### src/rtl/i2s_pkg.sv
// Shared I2S definitions: default word width, watchdog length and receiver FSM states.
// Also used by the transmitter so both ends agree on the word width.
package i2s_pkg;

  localparam int unsigned I2S_WIDTH   = 16;
  localparam int unsigned I2S_TIMEOUT = 1024;

  typedef enum logic [1:0] {
    UNLOCKED,
    SYNCING,
    RUN
  } i2s_state_e;

endpackage

### src/rtl/i2s_rx_sync.sv
// Multi-flop synchronizer for one asynchronous pin, with a rising-edge strobe
// derived from the synchronized level.
module i2s_rx_sync #(
  parameter int unsigned SYNC_STAGES = 2
) (
  input  logic clk_sys,
  input  logic reset,
  input  logic d,
  output logic q,
  output logic rise
);

  logic [SYNC_STAGES-1:0] chain_q;
  logic                   prev_q;

  always_ff @(posedge clk_sys) begin
    if (reset) begin
      chain_q <= '0;
      prev_q  <= 1'b0;
    end else begin
      chain_q <= {chain_q[SYNC_STAGES-2:0], d};
      prev_q  <= chain_q[SYNC_STAGES-1];
    end
  end

  assign q    = chain_q[SYNC_STAGES-1];
  assign rise = chain_q[SYNC_STAGES-1] & ~prev_q;

endmodule

### src/rtl/i2s_rx.sv
// I2S receiver: oversamples BCK/WS/SD in clk_sys and emits framed stereo PCM pairs.
// Optional I2S_RX_MONO_MIX_EN adds a mono_chan output holding (left + right) >>> 1.
module i2s_rx
  import i2s_pkg::*;
#(
  parameter int unsigned WIDTH       = I2S_WIDTH,
  parameter int unsigned SYNC_STAGES = 2,
  parameter int unsigned TIMEOUT     = I2S_TIMEOUT
) (
  input  logic             clk_sys,
  input  logic             reset,
  input  logic             sclk,
  input  logic             lrclk,
  input  logic             sdata,
  output logic [WIDTH-1:0] left_chan,
  output logic [WIDTH-1:0] right_chan,
  output logic             sample_valid,
  output logic             locked
`ifdef I2S_RX_MONO_MIX_EN
  ,
  output logic [WIDTH-1:0] mono_chan
`endif
);

  localparam int unsigned CW = $clog2(WIDTH + 1);
  localparam int unsigned TW = $clog2(TIMEOUT);
  localparam logic [CW-1:0] BITS_FULL = CW'(WIDTH);
  localparam logic [TW-1:0] TLAST = TW'(TIMEOUT - 1);
  localparam logic [WIDTH-1:0] MSB_ONE = {1'b1, {(WIDTH - 1) {1'b0}}};

  logic sclk_s, lrclk_s, sdata_s;
  logic bck_rise;
  logic lr_rise_unused, sd_rise_unused, sclk_q_unused;

  i2s_rx_sync #(.SYNC_STAGES(SYNC_STAGES)) u_sync_sclk (
    .clk_sys (clk_sys),
    .reset   (reset),
    .d       (sclk),
    .q       (sclk_s),
    .rise    (bck_rise)
  );

  i2s_rx_sync #(.SYNC_STAGES(SYNC_STAGES)) u_sync_lrclk (
    .clk_sys (clk_sys),
    .reset   (reset),
    .d       (lrclk),
    .q       (lrclk_s),
    .rise    (lr_rise_unused)
  );

  i2s_rx_sync #(.SYNC_STAGES(SYNC_STAGES)) u_sync_sdata (
    .clk_sys (clk_sys),
    .reset   (reset),
    .d       (sdata),
    .q       (sdata_s),
    .rise    (sd_rise_unused)
  );

  assign sclk_q_unused = sclk_s;

  i2s_state_e       state_q;
  logic [WIDTH-1:0] sr_q;
  logic [CW-1:0]    bitcnt_q;
  logic [TW-1:0]    tcnt_q;
  logic             lr_q;
  logic [WIDTH-1:0] hold_q;
  logic             hold_valid_q;

  logic [WIDTH-1:0] word;
  logic             lr_edge;
  logic             expire;

  // Shifting by bitcnt >= WIDTH yields zero, so surplus bits fall away naturally.
  assign word    = sr_q | ({WIDTH{sdata_s}} & (MSB_ONE >> bitcnt_q));
  assign lr_edge = bck_rise && (lrclk_s != lr_q);
  assign expire  = !bck_rise && (tcnt_q == TLAST);

`ifdef I2S_RX_MONO_MIX_EN
  logic signed [WIDTH:0] mix_sum;
  assign mix_sum = $signed({hold_q[WIDTH-1], hold_q}) + $signed({word[WIDTH-1], word});
`endif

  always_ff @(posedge clk_sys) begin
    if (reset) begin
      state_q      <= UNLOCKED;
      sr_q         <= '0;
      bitcnt_q     <= '0;
      tcnt_q       <= '0;
      lr_q         <= 1'b0;
      hold_q       <= '0;
      hold_valid_q <= 1'b0;
      left_chan    <= '0;
      right_chan   <= '0;
      sample_valid <= 1'b0;
      locked       <= 1'b0;
`ifdef I2S_RX_MONO_MIX_EN
      mono_chan    <= '0;
`endif
    end else begin
      sample_valid <= 1'b0;
      if (bck_rise) begin
        tcnt_q <= '0;
      end else if (tcnt_q != TLAST) begin
        tcnt_q <= tcnt_q + TW'(1);
      end

      if (expire) begin
        state_q      <= UNLOCKED;
        sr_q         <= '0;
        bitcnt_q     <= '0;
        hold_valid_q <= 1'b0;
        left_chan    <= '0;
        right_chan   <= '0;
        locked       <= 1'b0;
`ifdef I2S_RX_MONO_MIX_EN
        mono_chan    <= '0;
`endif
      end else if (bck_rise) begin
        if (lr_edge) begin
          // This rise still carries the old word's LSB; word already includes it.
          lr_q     <= lrclk_s;
          sr_q     <= '0;
          bitcnt_q <= '0;
          case (state_q)
            UNLOCKED: state_q <= SYNCING;
            SYNCING: begin
              if (!lr_q) begin
                hold_q       <= word;
                hold_valid_q <= 1'b1;
              end else if (hold_valid_q) begin
                left_chan    <= hold_q;
                right_chan   <= word;
                sample_valid <= 1'b1;
                locked       <= 1'b1;
                state_q      <= RUN;
`ifdef I2S_RX_MONO_MIX_EN
                mono_chan    <= WIDTH'(mix_sum >>> 1);
`endif
              end
            end
            RUN: begin
              if (!lr_q) begin
                hold_q <= word;
              end else begin
                left_chan    <= hold_q;
                right_chan   <= word;
                sample_valid <= 1'b1;
`ifdef I2S_RX_MONO_MIX_EN
                mono_chan    <= WIDTH'(mix_sum >>> 1);
`endif
              end
            end
            default: state_q <= UNLOCKED;
          endcase
        end else begin
          sr_q <= word;
          if (bitcnt_q != BITS_FULL) begin
            bitcnt_q <= bitcnt_q + CW'(1);
          end
        end
      end
    end
  end

endmodule

### config.mk
export PLATFORM = sky130hd
export DESIGN_NAME = i2s_rx
export DESIGN_NICKNAME = d
export VERILOG_FILES = /design/src/rtl/i2s_pkg.sv /design/src/rtl/i2s_rx_sync.sv /design/src/rtl/i2s_rx.sv
export SDC_FILE = /design/constraint.sdc
export NUM_CORES = 1
export LEC_CHECK = 0
export BUFFER_PORTS_ARGS = -buffer_cell sky130_fd_sc_hd__buf_2
export CAP_MARGIN = 20
export CORE_ASPECT_RATIO = 0.6
export CORE_MARGIN = 1.5
export CORE_UTILIZATION = 39
export DETAILED_ROUTE_END_ITERATION = 12
export PLACE_DENSITY_LB_ADDON = 0.15
export SLEW_MARGIN = 20
export SYNTH_ARGS = -nofsm -noshare
export SYNTH_HDL_FRONTEND = slang
export SYNTH_SLANG_ARGS = --single-unit
### constraint.sdc
create_clock -name clk_sys -period 2.4 [get_ports clk_sys]
set_input_delay 0.12 -clock clk_sys [delete_from_list [all_inputs] [get_ports clk_sys]]
set_output_delay 0.12 -clock clk_sys [all_outputs]
set_load 0.005 [all_outputs]
==> reports/metrics.cfg, run 1 <==
[sta]
rsz0062_at_grt = false
max_freq_mhz = 502
finalSetupViolCount = 0
fin_crit_ns = 1.99
drv_slew = 0
timing.final.hold_violations = 0
relSlewSlack = 0.503
skew_ns = 0.00774
finalCritPeriodShare = 0.830
setup_tns_ns = 0
worst_pin_slew_ns = 0.743

[clock_tree]
cts_tree = done
clock_path_buffers = 2
cts_num_sinks = 92
htree_levels = 3
cts-root-buf = clkbuf_16
clk_pin_slew_ns = 0.06
numCtsBuffers = 9
clock_latency_ns = 0.33

[die]
die_area_um2 = 9950
fp-row-count = 27
io_pins = 39
start_util = 0.400
die_y_um = 77.9
die_width_um = 128
core_area_um2 = 9120

[hold_path]
min_path_type = input port to flip-flop

[layout]
final_common_cell = dfxtp_1
nets = 437
final_core_util = 0.459
fillers = 880
drive_above_1_share = 0.173
diodes = 0
areaGrowthSynthToFinish_pct = 14.9
most-common-layout-cells = dfxtp_1 (92), nor2_1 (64), nand2_1 (40)

[synth]
synth_largest_area_cell = dfxtp_1
syn-cell-area_um2 = 3640
synth-edff-count = 0
synth-seq-cells = 92
synth.avg_cell_area_um2 = 9.32
async_flop_share = 0
yosys_warnings = 0
synthFlopType = dfxtp_1
synth_nets = 406
yosysSeqAreaShare = 0.505
synth_top_area_share = 0.505
synthTopCellsByArea = dfxtp_1 (51%), nor2_1 (6.6%), a211oi_1 (6.2%)
yosysUniqueCellTypes = 42
postSynthCellCount = 391

[job]
max_cap_viol_count = 0

[place]
dpl.hpwl_um = 5230
place_congestion = 0.844
numPortBuffers = 38

[global_route]
grt_max_degree = 49
antenna_found_initial = 0
grtUsageTotal = 0.165
grt_pass1_vias = 2495
grt_pass1_wl_um = 12800
grt-ovfl-total = 0

[worst_setup_path]
critical_path_class = flip-flop to flip-flop
required_ns = 2.60
start_kind = flip-flop
worstPathMaxFanout = 37
cp_data_arrival_time_ns = 2.19
crit_path_end_kind = flip-flop

[status]
outcome = complete, no violations

[detailed_routing]
dr.pass1.iters = 4
drc = 0
vias = 2749
drt-total-wl_um = 7640
drtAntennaViolNets = 0
routedWlPerCell_um = 14.1
drtIter0Drc = 157
vias_per_cell = 5.06

[power]
ir_drop_mv = 0.345
p_leak_uw = 0.00155
p_per_area_nw_per_um2 = 770

[final timing paths]
kind	start	endpoint	slack [ns]	cells past startpoint
setup / recovery	tcnt_q[0]	sample_valid	0.41	6
hold / removal	sdata	u_sync_sdata.chain_q[0]	0.009	2
setup reg to reg	tcnt_q[0]	sample_valid	0.41	6
hold reg to reg	u_sync_lrclk.chain_q[0]	u_sync_lrclk.chain_q[1]	0.43	1
[report_power, final]
part	total, uW	internal (uW)	switching, uW
Sequential	1550	1540	12.0
Clock	1580	1010	562
Combinational	96.4	30.9	65.5
[state kept, by name, summed over array words and instances (netlist names)]
register,cells
bitcnt_q,5
hold_q,16
hold_valid_q,1
left_chan,16
locked,1
lr_q,1
right_chan,16
sample_valid,1
sr_q,16
state_q,2
tcnt_q,10
u_sync_lrclk.chain_q,2
u_sync_sclk.chain_q,2
u_sync_sclk.prev_q,1
u_sync_sdata.chain_q,2
[metrics by stage]
stage | setup slack, ns | instances | hold slack [ns] | power (uW) | instance area, um2
after global routing | 0.227 | 543 | 0.0253 | 3330 | 4190
final | 0.409 | 543 | 0.00882 | 3220 | 4190
after floorplan | 0.757 | 391 | 0.248 | 1660 | 3640
after CTS | 0.0842 | 543 | 0.00104 | 3270 | 4190
after detailed placement | 0.103 | 526 | 0.341 | 1680 | 3840
after global placement | 0.185 | 526 | 0.340 | 1680 | 3840
[cells in the mapped netlist, drive strengths merged (3+ instances only)]
library cell,number
dfxtp,92
nor2,64
nand2,40
a211oi,34
a21oi,33
buf,20
nor3,16
a31oi,14
nor2b,12
ha,10
inv,7
nand4,6
and3,4
clkbuf,4
mux2i,4
nand2b,4
o21ai,4
xor2,3
[critical path: stages, from the launching register on]
cell	delay [ns]
dfxtp_1	0.38
ha_1	0.28
nand4_2	0.20
nor3_4	0.33
a21o_1	0.16
buf_4	0.37
nor4b_1	0.13
[metal layers]
metal | global-route usage | routed length [um]
met4 | 0.0472 | 68
met5 | 0 | 0
met2 | 0.219 | 2930
met1 | 0.253 | 4340
met3 | 0.0483 | 295
[area by class of cell]
cell class	count	area, um2	share of cell area
Multi-Input combinational cell	268	1610	0.383
Timing Repair Buffer	44	238	0.0568
Clock inverter	5	100	0.0239
Inverter	7	26.3	0.00627
Clock buffer	11	233	0.0556
Sequential cell	92	1840	0.440
Tap cell	116	145	0.0346
[cell families after synthesis]
family                     synth area share
and+or+nand+nor                       0.212
AOI/OAI and AO/OA                     0.166
DFF                                   0.505
buffers and inverters                0.0546
adders and majority gates            0.0343
xor gates and xnor gates             0.0120
muxes                                0.0151
[what timing repair did]
| item | in CTS | in global routing |
|---|---|---|
| buffers inserted | 0 | 0 |
| resized for setup | 0 | 1 |
| endpoints found under the setup margin | 0 | 21 |
| endpoints found under the hold margin | 1 | 0 |
| hold buffers | 1 | 0 |
No activity file was read; power rests on OpenSTA's default activity.
==> run 2, diff against run 1 <==
- ABC_AREA: not set -> 1
- clock period: 2.4 -> 1.8 ns (I/O delays scaled with it)
==> run 2 against run 1 <==
Against the previous run: clock-buffer cell count fell by 2; register-to-register slack got worse by 0.32 ns; cell area rose by 7.6%; clock power rose by 23%; die area rose by 5.1%; first-iteration DRC count rose by 29%; synthesized area rose by 5.2%; clock skew fell by 0.0021 ns; largest power group is now sequential cells; highest routed layer unchanged.
==> reports/metrics.cfg, run 2 <==
[sta]
worst_pin_slew_ns = 0.491  ; was 0.743 ns
setup_tns_ns = 0  ; unchanged
finalCritPeriodShare = 0.953  ; was 0.830
drv_slew = 0  ; unchanged
fin_crit_ns = 1.72  ; was 1.99 ns
timing.final.hold_violations = 0  ; unchanged
finalSetupViolCount = 0  ; unchanged
hold_ws_ns = 0.112  ; was 0.00882 ns
relSlewSlack = 0.671  ; was 0.503
skew_ns = 0.00565  ; was 0.00774 ns
max_freq_mhz = 583  ; was 502 MHz

[synth]
yosys_warnings = 0  ; unchanged
postSynthCellCount = 496  ; was 391
synth.area.mux_share = 0  ; was 0.0151
synth_top_area_share = 0.480  ; was 0.505
yosysUniqueCellTypes = 30  ; was 42
synth-xor-area-share = 0.00685  ; was 0.0120
yosys.area_share.adder = 0.0326  ; was 0.0343
synthFlopType = dfxtp_1  ; unchanged
synth_simple_gate_area_share = 0.224  ; was 0.212
post-synth-top-count-cell = nand2_1  ; was dfxtp_1
synth-edff-count = 0  ; unchanged
synth-seq-cells = 92  ; unchanged
synthTopCellsByArea = dfxtp_1 (48%), nand2_1 (13%), a21oi_1 (6.3%)  ; was dfxtp_1 (51%), nor2_1 (6.6%), a211oi_1 (6.2%)
syn-cell-area_um2 = 3830  ; was 3640 um2
synth_largest_area_cell = dfxtp_1  ; unchanged
async_flop_share = 0  ; unchanged
synth_nets = 511  ; was 406
yosysSeqAreaShare = 0.480  ; was 0.505
synth_compound_area_frac = 0.165  ; was 0.166
synth_top_family_by_area = simple AND/OR/NAND/NOR gates  ; unchanged
synth.avg_cell_area_um2 = 7.73  ; was 9.32 um2
synth_common_cells = nand2_1 (129), dfxtp_1 (92), inv_1 (55)  ; was dfxtp_1 (92), nor2_1 (64), nand2_1 (40)

[worst_setup_path]
reg2reg_slack_ns = 0.08  ; was 0.41 ns
r2r_cells = 7  ; was 6
cpPeakStageDelay_ns = 0.40  ; was 0.38 ns
crit_path_end_kind = flip-flop  ; unchanged
cp_cell_sequence = ha_2 > inv_1 > nor2_2 > nand4_1 > nand2_2 > clkbuf_16 > a21oi_1  ; was ha_1 > nand4_2 > nor3_4 > a21o_1 > buf_4 > nor4b_1
path_delay_family = simple AND/OR/NAND/NOR gates  ; unchanged
cp_data_arrival_time_ns = 1.94  ; was 2.19 ns
r2r-start = tcnt_q[0]  ; unchanged
reg2reg_to = bitcnt_q[3]  ; was sample_valid
required_ns = 2.03  ; was 2.60 ns
path_buf_inv = 2  ; was 1
critical_path_class = flip-flop to flip-flop  ; unchanged
worstPathMaxFanout = 20  ; was 37
start_kind = flip-flop  ; unchanged
slowest_stage = dfxtp_1  ; unchanged

[detailed_routing]
drtAntennaViolNets = 0  ; unchanged
routedWlPerCell_um = 13.0  ; was 14.1 um
dr.pass1.iters = 4  ; unchanged
vias = 3182  ; was 2749
drc = 0  ; unchanged
vias_per_cell = 4.74  ; was 5.06
drtIter0Drc = 202  ; was 157
drt-total-wl_um = 8750  ; was 7640 um

[global_route]
grt_pass1_vias = 2797  ; was 2495
antenna_found_initial = 0  ; unchanged
grt_pass1_wl_um = 14000  ; was 12800 um
grt_max_degree = 41  ; was 49
grt-ovfl-total = 0  ; unchanged
grtUsageTotal = 0.176  ; was 0.165

[die]
die_width_um = 131  ; was 128 um
die_area_um2 = 10500  ; was 9950 um2
die_y_um = 79.8  ; was 77.9 um
start_util = 0.410  ; was 0.400
fp-row-count = 27  ; unchanged
io_pins = 39  ; unchanged
core_area_um2 = 9360  ; was 9120 um2

[power]
p_sw_uw = 939  ; was 639 uW
sequentialPowerShare = 0.499  ; was 0.481
clockPowerShare = 0.470  ; was 0.489
p_leak_uw = 0.00184  ; was 0.00155 uW
intPower_uw = 3190  ; was 2580 uW
p_sw_frac = 0.227  ; was 0.198
comb_power_share = 0.031  ; was 0.030
ir_drop_mv = 0.528  ; was 0.345 mV
p_per_area_nw_per_um2 = 916  ; was 770 nW/um2

[layout]
post-route-cell-area_um2 = 4510  ; was 4190 um2
finalNonFillerCells = 672  ; was 543
nets = 552  ; was 437
most-common-layout-cells = nand2_1 (128), dfxtp_1 (92), inv_1 (55)  ; was dfxtp_1 (92), nor2_1 (64), nand2_1 (40)
drive_above_1_share = 0.162  ; was 0.173
final_common_cell = nand2_1  ; was dfxtp_1
regArea_um2 = 1840  ; unchanged
areaGrowthSynthToFinish_pct = 17.6  ; was 14.9%
diodes = 0  ; unchanged
multi_input_comb_area_um2 = 1650  ; was 1610 um2
fillers = 940  ; was 880
final_core_util = 0.482  ; was 0.459

[clock_tree]
cts_num_sinks = 92  ; unchanged
cts_tree = done  ; unchanged
clock_path_buffers = 2  ; unchanged
clk_pin_slew_ns = 0.06  ; about the same
htree_levels = 3  ; unchanged
clock_latency_ns = 0.34  ; was 0.33 ns
numCtsBuffers = 9  ; unchanged
post_cts.repair.setup_buffers = 0  ; unchanged
cts-root-buf = clkbuf_16  ; unchanged

[place]
place_congestion = 0.789  ; was 0.844
placed_area_um2 = 4140  ; was 3840 um2
numPortBuffers = 38  ; unchanged
dp.cells = 652  ; was 526
dpl.hpwl_um = 6150  ; was 5230 um

[hold_path]
min_path_type = input port to flip-flop  ; unchanged
min_delay_path_depth = 2  ; unchanged
min_from = reset  ; was sdata
hold_end = u_sync_sclk.chain_q[1]  ; was u_sync_sdata.chain_q[0]

[job]
max_cap_viol_count = 0  ; unchanged

[status]
outcome = complete, no violations  ; unchanged

## run 2: cell count changes after synthesis, moves of 6 or more
cell,previous run,this run
nand3_1,2,18
a21oi_2,0,12
a211oi_1,30,0
nand2_1,40,129
nor3_2,6,0
nor3_1,9,0
o21ai_0,4,37
nor2b_1,12,0
nor2_1,64,38
o21bai_1,0,12
a31oi_1,14,1
inv_1,7,55
a21oi_1,33,48
## run 2: area by class of cell
cell class,count,share of cell area
multi-input cells,327,0.366
clock inverters,7,0.0186
flip-flops and latches,92,0.408
well taps,130,0.0361
clock buffers,9,0.0499
repair buffers,49,0.0716
inverters,58,0.0494
## run 2: how the worst max path moves through the flow
stage / startpoint / endpoint / slack, ns / depth (start not counted)
finish: tcnt_q[0] / bitcnt_q[3] / 0.08 / 7
global route: tcnt_q[0] / sr_q[3] / -0.01 / 6
CTS: tcnt_q[0] / left_chan[12] / 0.08 / 7
detailed placement: tcnt_q[0] / left_chan[3] / 0.1 / 7
global placement: tcnt_q[0] / right_chan[12] / 0.11 / 7
floorplan: state_q[0] / hold_q[10] / 0.42 / 7
## run 2: cell families after synthesis
logic type | Yosys count
AND/OR/NAND/NOR | 203
flip-flops | 92
adder cells (fa/ha/maj) | 10
AO/OA/AOI/OAI | 111
XOR/XNOR | 3
buffers and inverters | 77
## run 2: power groups by stage
stage | Combinational, uW | Clock, uW | Sequential (uW)
final | 126 | 1940 | 2060
after detailed placement | 112 | 0 | 2110
after CTS | 118 | 1990 | 2060
after global placement | 113 | 0 | 2110
after global routing | 142 | 2070 | 2060
after floorplan | 82.6 | 0 | 2110
## run 2: timing repair
action	4_1_cts	5_1_grt
resized for setup	0	3
hold buffers	3	0
hold endpoints to repair	3	0
endpoints found under the setup margin	0	42
## run 2: stage by stage
| step | total power (uW) | worst slack [ns] |
|---|---|---|
| floorplan | 2190 | 0.415 |
| global placement | 2220 | 0.111 |
| detailed placement | 2220 | 0.0968 |
| CTS | 4170 | 0.0828 |
| global route | 4270 | -0.0106 |
| finish | 4130 | 0.0843 |
## run 2: routing by layer
layer,global-route usage,vias up,part of all wire
li1,-,1670,-
met5,0,-,0
met2,0.232,65,0.37
met4,0.0527,0,0.0035
met3,0.0442,4,0.059
met1,0.274,1443,0.57
